## src/rtl/elevator_ctrl_n_if.sv

```systemverilog
// elevator_ctrl_n_if: button/request inputs and lamp/floor outputs of the elevator controller
interface elevator_ctrl_n_if #(
    parameter int FLOORS  = 8,
    parameter int FLOOR_W = 3
);
    logic [FLOORS-1:0]  floor_req;
    logic               open_door_sig;
    logic               close_door_sig;
    logic [FLOOR_W-1:0] floor;
    logic [FLOORS-1:0]  req_pending;
    logic               up_lamp;
    logic               down_lamp;
    logic               door_open_lamp;
    logic               door_close_lamp;
    modport master (
        output floor_req, open_door_sig, close_door_sig,
        input  floor, req_pending, up_lamp, down_lamp, door_open_lamp, door_close_lamp
    );
    modport slave (
        input  floor_req, open_door_sig, close_door_sig,
        output floor, req_pending, up_lamp, down_lamp, door_open_lamp, door_close_lamp
    );
endinterface

```

## src/rtl/elevator_ctrl_n.sv

```systemverilog
// elevator_ctrl_n: single-car SCAN elevator controller with tick-timed travel and door dwell
module elevator_ctrl_n #(
    parameter int FLOORS     = 8,
    parameter int FLOOR_W    = 3,
    parameter int TICK_DIV   = 100_000_000,
    parameter int RUN_TICKS  = 10,
    parameter int DOOR_TICKS = 5
) (
    input logic              clk,
    input logic              reset,
    elevator_ctrl_n_if.slave bus
);
    localparam int TW   = TICK_DIV > 1 ? $clog2(TICK_DIV) : 1;
    localparam int MAXT = RUN_TICKS > DOOR_TICKS ? RUN_TICKS : DOOR_TICKS;
    localparam int CW   = $clog2(MAXT + 1);
    typedef enum logic [1:0] {IDLE, DOOR_OPEN, MOVE_UP, MOVE_DOWN} state_t;
    typedef enum logic [1:0] {D_NONE, D_UP, D_DOWN} dir_t;
    state_t             state_q, state_d;
    dir_t               dir_q, dir_d, dec;
    logic [TW-1:0]      div_q;
    logic               tick, above, below, hold;
    logic [FLOOR_W-1:0] floor_q, floor_d, nf;
    logic [FLOORS-1:0]  pend_q, pend_d, clr, mask;
    logic [CW-1:0]      run_q, run_d, door_q, door_d;

    assign tick = div_q == TW'(TICK_DIV - 1);

    always_ff @(posedge clk or posedge reset) begin
        if (reset) begin
            div_q   <= '0;
            state_q <= IDLE;
            dir_q   <= D_NONE;
            floor_q <= '0;
            pend_q  <= '0;
            run_q   <= '0;
            door_q  <= '0;
        end else begin
            div_q   <= tick ? '0 : div_q + TW'(1);
            state_q <= state_d;
            dir_q   <= dir_d;
            floor_q <= floor_d;
            pend_q  <= pend_d;
            run_q   <= run_d;
            door_q  <= door_d;
        end
    end

    always_comb begin
        above = 1'b0;
        below = 1'b0;
        for (int i = 0; i < FLOORS; i++) begin
            above = above | (pend_q[i] & (FLOOR_W'(i) > floor_q));
            below = below | (pend_q[i] & (FLOOR_W'(i) < floor_q));
        end
        // keep heading up while work remains above; otherwise downward calls win
        dec = dir_q == D_UP ? (above ? D_UP : below ? D_DOWN : D_NONE)
                            : (below ? D_DOWN : above ? D_UP : D_NONE);
    end

    always_comb begin
        state_d = state_q;
        dir_d   = dir_q;
        floor_d = floor_q;
        run_d   = run_q;
        door_d  = door_q;
        clr     = '0;
        nf      = state_q == MOVE_UP ? floor_q + FLOOR_W'(1) : floor_q - FLOOR_W'(1);
        hold    = bus.open_door_sig | bus.floor_req[floor_q];
        if (tick) begin
            case (state_q)
                IDLE: begin
                    if (pend_q[floor_q] || bus.open_door_sig) begin
                        state_d        = DOOR_OPEN;
                        door_d         = CW'(DOOR_TICKS);
                        clr[floor_q]   = 1'b1;
                    end else begin
                        dir_d = dec;
                        if (dec != D_NONE) begin
                            state_d = dec == D_UP ? MOVE_UP : MOVE_DOWN;
                            run_d   = CW'(RUN_TICKS);
                        end
                    end
                end
                MOVE_UP, MOVE_DOWN: begin
                    if (run_q > CW'(1)) run_d = run_q - CW'(1);
                    else begin
                        floor_d = nf;
                        if (pend_q[nf] || nf == '0 || nf == FLOOR_W'(FLOORS - 1)) begin
                            state_d = DOOR_OPEN;
                            door_d  = CW'(DOOR_TICKS);
                            clr[nf] = 1'b1;
                        end else run_d = CW'(RUN_TICKS);
                    end
                end
                DOOR_OPEN: begin
                    if (bus.close_door_sig || door_q == CW'(1)) begin
                        dir_d   = dec;
                        state_d = dec == D_UP ? MOVE_UP : dec == D_DOWN ? MOVE_DOWN : IDLE;
                        run_d   = CW'(RUN_TICKS);
                    end else if (hold) door_d = CW'(DOOR_TICKS);
                    else door_d = door_q - CW'(1);
                end
                default: state_d = IDLE;
            endcase
        end
    end

    // a call at the open landing only holds the door, and clearing beats a same-cycle set
    assign mask   = state_q == DOOR_OPEN ? FLOORS'(1) << floor_q : '0;
    assign pend_d = (pend_q | (bus.floor_req & ~mask)) & ~clr;

    assign bus.floor           = floor_q;
    assign bus.req_pending     = pend_q;
    assign bus.up_lamp         = !reset && state_q == MOVE_UP;
    assign bus.down_lamp       = !reset && state_q == MOVE_DOWN;
    assign bus.door_open_lamp  = !reset && state_q == DOOR_OPEN;
    assign bus.door_close_lamp = !reset && state_q != DOOR_OPEN;
endmodule

```

## src/flat_wrapper.sv

```systemverilog
// flat-port wrapper written by rule: the top's interface ports become plain ports
module elevator_ctrl_n_flat 
#(
    parameter int FLOORS     = 8,
    parameter int FLOOR_W    = 3,
    parameter int TICK_DIV   = 100_000_000,
    parameter int RUN_TICKS  = 10,
    parameter int DOOR_TICKS = 5
)
  (clk, reset, bus_floor_req, bus_open_door_sig, bus_close_door_sig, bus_floor, bus_req_pending, bus_up_lamp, bus_down_lamp, bus_door_open_lamp, bus_door_close_lamp);
  elevator_ctrl_n_if #(.FLOORS(FLOORS), .FLOOR_W(FLOOR_W)) bus_i ();
  input logic clk;
  input logic reset;
  input wire logic [$bits(bus_i.floor_req)-1:0] bus_floor_req;
  input wire logic [$bits(bus_i.open_door_sig)-1:0] bus_open_door_sig;
  input wire logic [$bits(bus_i.close_door_sig)-1:0] bus_close_door_sig;
  output wire logic [$bits(bus_i.floor)-1:0] bus_floor;
  output wire logic [$bits(bus_i.req_pending)-1:0] bus_req_pending;
  output wire logic [$bits(bus_i.up_lamp)-1:0] bus_up_lamp;
  output wire logic [$bits(bus_i.down_lamp)-1:0] bus_down_lamp;
  output wire logic [$bits(bus_i.door_open_lamp)-1:0] bus_door_open_lamp;
  output wire logic [$bits(bus_i.door_close_lamp)-1:0] bus_door_close_lamp;
  assign bus_i.floor_req = bus_floor_req;
  assign bus_i.open_door_sig = bus_open_door_sig;
  assign bus_i.close_door_sig = bus_close_door_sig;
  assign bus_floor = bus_i.floor;
  assign bus_req_pending = bus_i.req_pending;
  assign bus_up_lamp = bus_i.up_lamp;
  assign bus_down_lamp = bus_i.down_lamp;
  assign bus_door_open_lamp = bus_i.door_open_lamp;
  assign bus_door_close_lamp = bus_i.door_close_lamp;
  elevator_ctrl_n #(.FLOORS(FLOORS), .FLOOR_W(FLOOR_W), .TICK_DIV(TICK_DIV), .RUN_TICKS(RUN_TICKS), .DOOR_TICKS(DOOR_TICKS)) u_core (.clk(clk), .reset(reset), .bus(bus_i));
endmodule
```

## config.mk

```make
export PLATFORM = sky130hd
export DESIGN_NAME = elevator_ctrl_n_flat
export DESIGN_NICKNAME = d
export VERILOG_FILES = /design/src/rtl/elevator_ctrl_n_if.sv /design/src/rtl/elevator_ctrl_n.sv /design/src/flat_wrapper.sv
export SDC_FILE = /design/constraint.sdc
export NUM_CORES = 1
export LEC_CHECK = 0
export BUFFER_PORTS_ARGS = -buffer_cell sky130_fd_sc_hd__buf_2
export CAP_MARGIN = 10
export CORE_ASPECT_RATIO = 0.6
export CORE_UTILIZATION = 25
export CTS_BUF_LIST = sky130_fd_sc_hd__clkbuf_16
export DETAILED_ROUTE_END_ITERATION = 16
export MAX_ROUTING_LAYER = met4
export PLACE_DENSITY_LB_ADDON = 0.05
export SLEW_MARGIN = 10
export SYNTH_ARGS = -nofsm -noshare
export SYNTH_HDL_FRONTEND = slang
export SYNTH_SLANG_ARGS = --single-unit
```

## constraint.sdc

```tcl
create_clock -name clk -period 3.2 [get_ports clk]
set_input_delay 0.48 -clock clk [delete_from_list [all_inputs] [get_ports clk]]
set_output_delay 0.48 -clock clk [all_outputs]
set_load 0.02 [all_outputs]
```

==> out/results.ini <==
[outcome]
status = completed

[logic_synthesis]
async_reset_ff_frac = 1.00
ys_seq_area_frac = 0.381
synthCells = 356
synth.net_count = 383
synth_cell_types = 60
synth_area_um2 = 3280
synthFlopType = dfrtp_1
synth-edff-count = 0
ys_top_cells_by_area = dfrtp_1 38%, ha_1 5.7%, xor2_1 4.3%
synth_area_per_cell_um2 = 9.22
synth_top_cell_area_share = 0.381
yosys_warnings = 0
synth_area_leader_cell = dfrtp_1
ys_ff_latch = 50

[finish]
antenna_cells = 0
area_growth_pct = 17.9
final_area_um2 = 3870
drive_gt1_frac = 0.177
fillCellCount = 1314
fin_nets = 421

[grt]
grt_pass1_vias = 2679
grt_usage = 0.163
grt_max_degree = 51
grt_pass1_wl_um = 16400
antenna_found_initial = 0
grt_overflow_total = 0

[clock_network]
cts_sinks = 50
cts_buffer_depth = 2
cts.htree.levels = 2
clkLatencyLatePin_ps = 290
clk_pin_slew_ps = 70
cts_hold_buf = 0
cts-root-buf = clkbuf_16
postCtsSetupBuffers = 0
cts_made_buffers = 5
cts_resized = 0
cts_tree = yes

[placed_design]
place_area_um2 = 3700
hpwl_um = 7800
place_congestion = 0.869
port_buffers = 26

[floorplan]
fp.dieH_um = 90.8
coreArea_um2 = 12400
fp-row-count = 31
io_pins = 27
start_util = 0.264
die_x_um = 150
die-area_um2 = 13600

[detailed_routing]
ant_nets = 0
routedWlPerCell_um = 18.0
vias = 2861
drt_iter0_drc = 297
routed_wl_um = 10100
drcViolationCount = 0
dr.pass1.iters = 4
via_per_inst = 5.11

[pwr]
peakVddDrop_mv = 0.202
p_leak_nw = 1.69
powerDensity_nw_per_um2 = 335

[sta]
fin_skew_ps = 6.74
clock.fmax_ghz = 0.345
setup_viol = 0
drv_slew = 0
fin_setup_tns_ps = 0
rsz0062_at_grt = false
fin_crit_sh = 0.906
worst_pin_slew_ps = 680
relSlewSlack = 0.547
final.min_clock_period_ps = 2900
holdWs_ps = 389
hold_viol_final = 0

[critical_path]
path_class = reg2reg
cp.depth = 8
path_max_fanout = 12
critical_path_required_ps = 3350
slowest_stage = dfrtp_1
slowest_delay_ps = 570
reg2reg_depth = 8
crit_buf_inv = 1
crit_chain = inv_1 > ha_1 > xor2_1 > a311o_1 > o22ai_1 > or4b_1 > nor3_1 > a211oi_1
critPathLaunchType = flop
end_kind = flop
worstPathArrival_ps = 3050
cp_top_family = simple AND/OR/NAND/NOR gates

[hold_path]
worstHoldPathType = in2async

[run]
cap_violations = 0

==> power by group <==
part           internal [mW]  total [mW]         switching, mW
clock                  0.371       0.631                 0.260
sequential             0.631       0.631  0.000000000000000929
combinational         0.0106      0.0339                0.0233
total                   1.01        1.30                 0.283
==> flip-flops by register name (all words and copies together), names as in the netlist <==
name and count:
u_core.door_q 4, u_core.run_q 4, u_core.bus.req_pending 8, u_core.state_q 2, u_core.dir_q 2, u_core.bus.floor 3
u_core.div_q 27
==> metrics by stage <==
step           worst slack, ps  utilization  power, mW  std cells
2_1_floorplan              385            -      0.661        356
3_3_place_gp               366        0.298      0.680        552
3_5_place_dp               350        0.298      0.679        552
4_1_cts                    335        0.312       1.32        560
5_1_grt                   68.1        0.312       1.35        560
6_report                   302        0.312       1.30        560
==> final cells by class <==
cell class,count,area (um2),share of cell area
multi-input combinational,273,1900,0.491
sequential,50,1250,0.323
timing repair buffer,45,273,0.0705
tap,165,206,0.0534
clock buffer,5,125,0.0323
inverter,19,71.3,0.0184
clock inverter,3,43.8,0.0113
==> cell usage in the layout, fill, tap and decap left out, types with 3 or more instances in the layout <==
master and count:
inv_2 4, nand2_1 26, dfrtp_1 50, inv_1 15, o21ai_1 5, a21oi_1 22
a31oi_1 7, buf_2 26, clkbuf_16 5, xor2_1 16, nor2b_1 6, o31ai_1 6
o31a_1 3, nand3_1 14, xnor2_1 11, nand4_1 10, nor2_1 33, o22ai_1 8
a21o_1 3, ha_1 15, buf_4 19, and3_1 10, o21ai_0 6, mux2i_1 3
o21a_1 3, nor3_1 8, mux4_2 5, or3_1 3, nand3b_1 3, nand2b_1 6
==> final timing paths <==
kind	startpoint	to	slack [ps]
worst min register to register	u_core.div_q[6]$_DFF_PP0_	u_core.div_q[6]$_DFF_PP0_	470
worst min-delay path	reset	u_core.bus.req_pending[4]$_DFF_PP0_	390
min in group clk	u_core.div_q[6]$_DFF_PP0_	u_core.div_q[6]$_DFF_PP0_	470
worst max-delay path	u_core.bus.floor[1]$_DFFE_PP0P_	u_core.bus.req_pending[6]$_DFF_PP0_	300
worst max register to register	u_core.bus.floor[1]$_DFFE_PP0P_	u_core.bus.req_pending[6]$_DFF_PP0_	300
max in group asynchronous	reset	u_core.div_q[0]$_DFF_PP0_	2340
==> Yosys cell counts (3+ instances only) <==
| cell type | instances |
|---|---|
| nand2b_1 | 6 |
| buf_2 | 5 |
| xor2_1 | 16 |
| nand4_1 | 10 |
| inv_2 | 3 |
| o21ai_1 | 5 |
| inv_1 | 16 |
| nor2b_1 | 6 |
| a21o_1 | 3 |
| ha_1 | 15 |
| o31ai_1 | 6 |
| o21a_1 | 3 |
| mux2i_1 | 3 |
| clkbuf_1 | 6 |
| a21oi_1 | 22 |
| or3_1 | 3 |
| mux4_2 | 5 |
| nand3b_1 | 3 |
| dfrtp_1 | 50 |
| a31oi_1 | 7 |
| nor3_1 | 9 |
| nor2_1 | 33 |
| nand2_1 | 26 |
| and3_1 | 10 |
| o31a_1 | 3 |
| xnor2_1 | 11 |
| o22ai_1 | 8 |
| o21ai_0 | 6 |
| nand3_1 | 14 |
==> cell families (layout without fill, tap and decap cells) <==
group / count (synthesis) / in the layout / synth area share
compound gates: 81 / 81 / 0.167
xor+xnor: 27 / 27 / 0.0721
fa+ha+maj: 15 / 15 / 0.0572
buf+inv: 33 / 72 / 0.0419
flops: 50 / 50 / 0.381
mux: 10 / 10 / 0.0503
simple gates: 140 / 140 / 0.231
==> tightest hold or removal path, stage by stage <==
cell and delay (ps):
buf_2 120, inv_2 50, buf_4 530
==> per-layer routing <==
metal | share of wire | up-vias | GRT usage
met4 | 0.0052 | 0 | 0.0219
met5 | 0 | - | -
li1 | - | 1371 | -
met2 | 0.36 | 72 | 0.188
met1 | 0.58 | 1412 | 0.274
met3 | 0.061 | 6 | 0.0354
(Power assumes the default switching activity.)
